===== config.mk =====
export PLATFORM = sky130hd
export DESIGN_NAME = reg_file_wb_sink_flat
export DESIGN_NICKNAME = d
export VERILOG_FILES = /design/src/rtl/reg_file_wb_sink_if.sv /design/src/rtl/reg_file_wb_sink.sv /design/src/flat_wrapper.sv
export SDC_FILE = /design/constraint.sdc
export NUM_CORES = 2
export LEC_CHECK = 0
export CAP_MARGIN = 20
export CELL_PAD_IN_SITES_DETAIL_PLACEMENT = 1
export CELL_PAD_IN_SITES_GLOBAL_PLACEMENT = 1
export CORE_MARGIN = 2
export CORE_UTILIZATION = 34
export CTS_CLUSTER_SIZE = 20
export DETAILED_ROUTE_END_ITERATION = 10
export GPL_ROUTABILITY_DRIVEN = 0
export HOLD_SLACK_MARGIN = 0.02
export PLACE_DENSITY_LB_ADDON = 0.1
export SYNTH_ARGS = -nofsm -noshare
export SYNTH_HDL_FRONTEND = slang
export SYNTH_SLANG_ARGS = --single-unit

===== constraint.sdc =====
create_clock -name clk -period 3.5 [get_ports clk]
set_clock_uncertainty 0.15 [all_clocks]
set_input_delay 0.7 -clock clk [delete_from_list [all_inputs] [get_ports clk]]
set_output_delay 0.7 -clock clk [all_outputs]
set_load 0.05 [all_outputs]

===== src/rtl/reg_file_wb_sink_if.sv =====
// rtl/reg_file_wb_sink_if.sv - write-back, read-port and dump-stream bundle for the register file
interface reg_file_wb_sink_if #(
    parameter int DATA_W = 32,
    parameter int ADDR_W = 5
);
    logic [DATA_W-1:0] wb_data;
    logic              wb_write_reg;
    logic [ADDR_W-1:0] wb_add;
    logic [ADDR_W-1:0] rd_add_a;
    logic [DATA_W-1:0] rd_data_a;
    logic [ADDR_W-1:0] rd_add_b;
    logic [DATA_W-1:0] rd_data_b;
    logic              dump_start;
    logic              dump_busy;
    logic              dump_valid;
    logic              dump_ready;
    logic [ADDR_W-1:0] dump_add;
    logic [DATA_W-1:0] dump_data;
    logic              dump_last;

    // Pipeline / bench side: drives writes, read addresses and dump control.
    modport master (
        output wb_data, wb_write_reg, wb_add,
        output rd_add_a, rd_add_b,
        output dump_start, dump_ready,
        input  rd_data_a, rd_data_b,
        input  dump_busy, dump_valid, dump_add, dump_data, dump_last
    );

    // Register file side.
    modport slave (
        input  wb_data, wb_write_reg, wb_add,
        input  rd_add_a, rd_add_b,
        input  dump_start, dump_ready,
        output rd_data_a, rd_data_b,
        output dump_busy, dump_valid, dump_add, dump_data, dump_last
    );
endinterface


===== src/rtl/reg_file_wb_sink.sv =====
// rtl/reg_file_wb_sink.sv - MIPS register file with write-through read ports and a debug dump stream
module reg_file_wb_sink #(
    parameter int DATA_W         = 32,
    parameter int ADDR_W         = 5,
    parameter int DUMP_SKIP_ZERO = 0
) (
    input  logic            clk,
    input  logic            reset,
    reg_file_wb_sink_if.slave bus
);
    localparam int DEPTH = 1 << ADDR_W;

    localparam logic [0:0] ST_IDLE = 1'b0;
    localparam logic [0:0] ST_SEND = 1'b1;

    localparam logic [ADDR_W-1:0] FIRST_IDX = (DUMP_SKIP_ZERO != 0) ? ADDR_W'(1) : '0;

    logic [DATA_W-1:0] regs [DEPTH];
    logic [0:0]        state;
    logic [ADDR_W-1:0] index;
    logic              wr_en;
    logic              in_send;
    logic              at_last;
    logic [DATA_W-1:0] dump_word;

    // A write to register 0 is dropped, so it must never feed the bypass either.
    assign wr_en = bus.wb_write_reg && (bus.wb_add != '0);

    // Register array update; register 0 is never written and stays zero.
    always_ff @(posedge clk or negedge reset) begin
        if (!reset) begin
            for (int i = 0; i < DEPTH; i++) begin
                regs[i] <= '0;
            end
        end else if (wr_en) begin
            regs[bus.wb_add] <= bus.wb_data;
        end
    end

    // Read ports forward the in-flight write so ID sees it with zero latency.
    assign bus.rd_data_a = (bus.rd_add_a == '0)                   ? '0 :
                           (wr_en && (bus.rd_add_a == bus.wb_add)) ? bus.wb_data :
                                                                     regs[bus.rd_add_a];
    assign bus.rd_data_b = (bus.rd_add_b == '0)                   ? '0 :
                           (wr_en && (bus.rd_add_b == bus.wb_add)) ? bus.wb_data :
                                                                     regs[bus.rd_add_b];

    // Dump beat data uses the same bypass so a stalled beat tracks a hitting write.
    assign dump_word = (index == '0)                   ? '0 :
                       (wr_en && (index == bus.wb_add)) ? bus.wb_data :
                                                          regs[index];

    assign in_send = (state == ST_SEND);
    assign at_last = (index == {ADDR_W{1'b1}});

    // All dump outputs are forced low outside SEND, including during reset.
    assign bus.dump_busy  = in_send;
    assign bus.dump_valid = in_send;
    assign bus.dump_add   = in_send ? index : '0;
    assign bus.dump_data  = in_send ? dump_word : '0;
    assign bus.dump_last  = in_send && at_last;

    // Dump sequencer: walks the index on each accepted beat, returns to IDLE after the last.
    always_ff @(posedge clk or negedge reset) begin
        if (!reset) begin
            state <= ST_IDLE;
            index <= '0;
        end else begin
            case (state)
                ST_IDLE: begin
                    if (bus.dump_start) begin
                        state <= ST_SEND;
                        index <= FIRST_IDX;
                    end
                end
                ST_SEND: begin
                    if (bus.dump_ready) begin
                        if (at_last) begin
                            state <= ST_IDLE;
                            index <= '0;
                        end else begin
                            index <= index + 1'b1;
                        end
                    end
                end
                default: begin
                    state <= ST_IDLE;
                    index <= '0;
                end
            endcase
        end
    end
endmodule


===== src/flat_wrapper.sv =====
// flat-port wrapper written by rule: the top's interface ports become plain ports
module reg_file_wb_sink_flat 
#(
    parameter int DATA_W         = 32,
    parameter int ADDR_W         = 5,
    parameter int DUMP_SKIP_ZERO = 0
)
  (clk, reset, bus_wb_data, bus_wb_write_reg, bus_wb_add, bus_rd_add_a, bus_rd_add_b, bus_dump_start, bus_dump_ready, bus_rd_data_a, bus_rd_data_b, bus_dump_busy, bus_dump_valid, bus_dump_add, bus_dump_data, bus_dump_last);
  reg_file_wb_sink_if #(.DATA_W(DATA_W), .ADDR_W(ADDR_W)) bus_i ();
  input  logic clk;
  input  logic reset;
  input wire logic [$bits(bus_i.wb_data)-1:0] bus_wb_data;
  input wire logic [$bits(bus_i.wb_write_reg)-1:0] bus_wb_write_reg;
  input wire logic [$bits(bus_i.wb_add)-1:0] bus_wb_add;
  input wire logic [$bits(bus_i.rd_add_a)-1:0] bus_rd_add_a;
  input wire logic [$bits(bus_i.rd_add_b)-1:0] bus_rd_add_b;
  input wire logic [$bits(bus_i.dump_start)-1:0] bus_dump_start;
  input wire logic [$bits(bus_i.dump_ready)-1:0] bus_dump_ready;
  output wire logic [$bits(bus_i.rd_data_a)-1:0] bus_rd_data_a;
  output wire logic [$bits(bus_i.rd_data_b)-1:0] bus_rd_data_b;
  output wire logic [$bits(bus_i.dump_busy)-1:0] bus_dump_busy;
  output wire logic [$bits(bus_i.dump_valid)-1:0] bus_dump_valid;
  output wire logic [$bits(bus_i.dump_add)-1:0] bus_dump_add;
  output wire logic [$bits(bus_i.dump_data)-1:0] bus_dump_data;
  output wire logic [$bits(bus_i.dump_last)-1:0] bus_dump_last;
  assign bus_i.wb_data = bus_wb_data;
  assign bus_i.wb_write_reg = bus_wb_write_reg;
  assign bus_i.wb_add = bus_wb_add;
  assign bus_i.rd_add_a = bus_rd_add_a;
  assign bus_i.rd_add_b = bus_rd_add_b;
  assign bus_i.dump_start = bus_dump_start;
  assign bus_i.dump_ready = bus_dump_ready;
  assign bus_rd_data_a = bus_i.rd_data_a;
  assign bus_rd_data_b = bus_i.rd_data_b;
  assign bus_dump_busy = bus_i.dump_busy;
  assign bus_dump_valid = bus_i.dump_valid;
  assign bus_dump_add = bus_i.dump_add;
  assign bus_dump_data = bus_i.dump_data;
  assign bus_dump_last = bus_i.dump_last;
  reg_file_wb_sink #(.DATA_W(DATA_W), .ADDR_W(ADDR_W), .DUMP_SKIP_ZERO(DUMP_SKIP_ZERO)) u_core (.clk(clk), .reset(reset), .bus(bus_i));
endmodule

==> results.md <==
- Status: finished with violations
- Failing checks: negative setup slack
- Root buffer cell: clkbuf_16
- Synthesized netlist cell count: 4,818
- Placed cell count: between 7k and 8k
- Seq/Total Area, Yosys: between 30% and 40%
- Longest Clk Path Bufs: 3
- Area Growth Syn to Fin: 36.0%
- Post-synthesis mux area share: between 40 and 50%
- CP startpoint kind: register
- DRT Wirelength: roughly 320,000 microns
- H-tree depth: 4
- RSZ-0062 raised after global routing: yes
- Initial antenna violation count: 8
- CP max FO: 11
- Largest family of logic cells by synthesized area: multiplexers
- Highest Clock Rate: approximately 240 MHz
- TritonRoute pass-1 iters: 6
- Power Density: about 640 nW/um^2
- Highest Signal Layer: met4
- Vias after detailed routing: just over 50k
- Place WS: -0.723 ns
- Gr ovfl total: 0
- DIE AREA: ~190,000 sq um
- Clock share of power: 25.3%
- Clock transition at path regs: approximately 0.060 ns
- Most frequent cells after synthesis: mux2_2, dfrtp_1, mux4_2
- Wl on met1: 130,000 microns
- Synth top area cells: dfrtp_1, mux4_2, mux2_2
- Sink Count: roughly 1k
- Top-count cell post-synth: mux2_2
- Met3 wire length: between 15,000 and 20,000 microns
- Int Pwr: about 36 mW
- Worst path arrival time: 3.39 ns
- I/O pin total: 156
- Total GRT Usage: between 30% and 40%
- Post-Syn Area: between 60,000 and 70,000 sq um
- CP endpoint kind: primary output
- Slew Limit Fails: 0
- Hpwl dp: roughly 210,000 microns
- Final Util: between 40% and 50%
- Fin Hold WS: 0.261 ns
- Setup slack after layout: -0.742 ns
- Final Hold Fails: 0
- CTS buffer count: 133
- Top FF cell, synth: dfrtp_1
- Synth warn: 0
- Sequential power share: between 20% and 30%
- Post-Synth XOR/XNOR Area: 0.202%
- Leakage power: approximately 37 nW
- Synth unique cells: 70
- Crit path kind: register to primary output
- Largest net degree at the start of global routing: 128
- Worst Max-Slew Pin Slew: roughly 0.95 ns
- Wirelength per Cell: about 39 microns
- Rel. slew slack: 36.8%
- CTS tree: built
- Synth area leader: dfrtp_1
- Final Cycle Share: 121%
- Mapped Avg Cell Area: roughly 13 sq um
- Simple-gate area share of the yosys netlist: 3.63%
- Nets: about 5.6k
- Final ANT Viol Nets: 0
- Initial core utilization: between 30 and 40%
- Final setup fails: 86
- Switching Share: a little under two fifths
- Finished Layout Cells: approximately 8.2k
- Max-cap violations: 0
- DRT iter0 DRCs: between 4k and 5k
- # port buffers: 155
- Via density: between 6 and 7
- Die Width: around 440 microns
- Comb pwr share: approximately 45%
- EDFF count, synth: 0
- Die Span Y: roughly 440 microns
- Net count after synthesis: slightly below 5k
- Max IR drop VDD: 557 uV
- Hold crit path type: input port to asynchronous set/reset pin
- Synth Area in Compound Gates: 6.71%
- Row cnt: 160
- Clock Latency Late Sink: 0.78 ns
- Period minus WS final: around 4.2 ns
- Flip-flop and latch count after synthesis: just over 1k
- WL met2: between 150,000 and 200,000 microns
- Net switching power: between 20 and 25 mW
- Global-route wire length before repair: between 400,000 and 500,000 microns
- Post-synth top area share: between 30% and 40%
- Core area: roughly 190,000 sq um
- Share of cells above drive strength 1: between 60% and 70%
- WP data required: approximately 2.7 ns
- Post-Synth Adder-Cell Area: less than 1%
- Ys async rst share: 100%
- Setup tns final: -27.70 ns
- Number of global-route vias before repair: 53.4k
- Drt drc: 0
[power by group through the flow]
stage	Combinational, mW	Clock [mW]	Sequential (mW)
2_1_floorplan	12.9	0	15.8
3_3_place_gp	23.3	0	16.6
3_5_place_dp	23.4	0	16.7
4_1_cts	24.9	14.6	16.5
5_1_grt	26.7	15.1	17.0
6_report	25.8	14.4	16.6
[cell families (layout without fill, tap and decap cells)]
| kind of cell | Yosys count | after routing |
|---|---|---|
| DFF | 1030 | 1030 |
| other | 0 | 14 |
| muxes | 2052 | 2052 |
| buffers and inverters | 569 | 1438 |
| AOI/OAI and AO/OA | 597 | 597 |
| adders and majority gates | 3 | 3 |
| xor gates and xnor gates | 15 | 15 |
| and+or+nand+nor | 552 | 552 |
[sequential cells by signal, indices dropped and copies added (netlist names)]
name,flops
u_core.regs,1024
u_core.index,5
u_core.bus.dump_busy,1
[worst paths after layout]
kind                                   start                 to  slack (ns)  cells past startpoint
max                          u_core.index[0]   bus_dump_data[9]       -0.74                      8
min                                    reset   u_core.regs[310]        0.26                      2
max reg2reg                  u_core.index[0]    u_core.index[2]        1.26                      9
min reg2reg                u_core.regs[1012]  u_core.regs[1012]        0.26                      0
max in group asynchronous              reset   u_core.regs[178]        1.66                      4
min in group clk           u_core.regs[1012]  u_core.regs[1012]        0.26                      0
[what timing repair did]
item / 4_1_cts / 5_1_grt
hold endpoints to repair: 40 / 0
setup buffers: 161 / 101
hold buffers: 1 / 0
pin swaps: 135 / 177
resized for setup: 527 / 334
endpoints found under the setup margin: 96 / 96
gates cloned: 27 / 8
[per-stage QoR]
| step | power, mW | cell area [sq um] |
|---|---|---|
| final | 56.9 | 88300 |
| after global routing | 58.8 | 88300 |
| after CTS | 56.1 | 86100 |
| after detailed placement | 40.1 | 77100 |
| after global placement | 39.8 | 77100 |
| after floorplan | 28.7 | 65500 |
[cells in the final DEF (no fill, tap or decap), types with 21 or more instances in the layout]
cell	Yosys	layout
mux2i_2	0	38
buf_4	50	597
a31oi_1	79	42
nor2_1	171	108
dfrtp_1	1030	1026
nor2_2	0	28
a221oi_2	2	41
o22ai_2	0	21
nand2_2	0	26
clkbuf_1	261	28
nand3_1	55	40
mux2i_1	366	312
nor2_4	0	35
a31oi_4	0	28
buf_6	29	102
a21oi_2	0	24
o21ai_0	70	40
a221o_1	28	28
clkbuf_16	0	150
mux4_2	594	599
nand2_1	244	203
clkdlybuf4s50_1	0	37
mux2_2	1058	1048
a221oi_1	74	33
o211ai_1	25	25
mux2_1	25	25
clkbuf_8	0	30
buf_16	0	47
buf_12	3	338
buf_8	1	55
o22ai_1	55	30
[per-layer routing]
layer | up-vias | track usage [%]
met5 | - | 0
met3 | 644 | 4.98
met1 | 28200 | 42.5
met4 | 0 | 15.2
met2 | 1986 | 53.6
li1 | 20400 | -
[layout make-up]
class	count	area [sq um]
Antenna cell	14	35.0
Clock buffer	199	4050
Clock inverter	34	424
Fill cell	18700	102000
Inverter	9	41.3
Multi-Input combinational cell	3219	39500
Sequential cell	1030	25800
Tap cell	2511	3140
Timing Repair Buffer	1196	15300
[worst max-delay path, cell delays in order, from the launching register on]
cell and delay [ns]:
dfrtp_4 0.51, buf_12 0.20, buf_4 0.17, mux4_2 0.49, a21o_1 0.19, a222oi_1 0.57, o21ai_2 0.14, buf_12 0.17
buf_12 0.14
(Power assumes the default switching activity.)
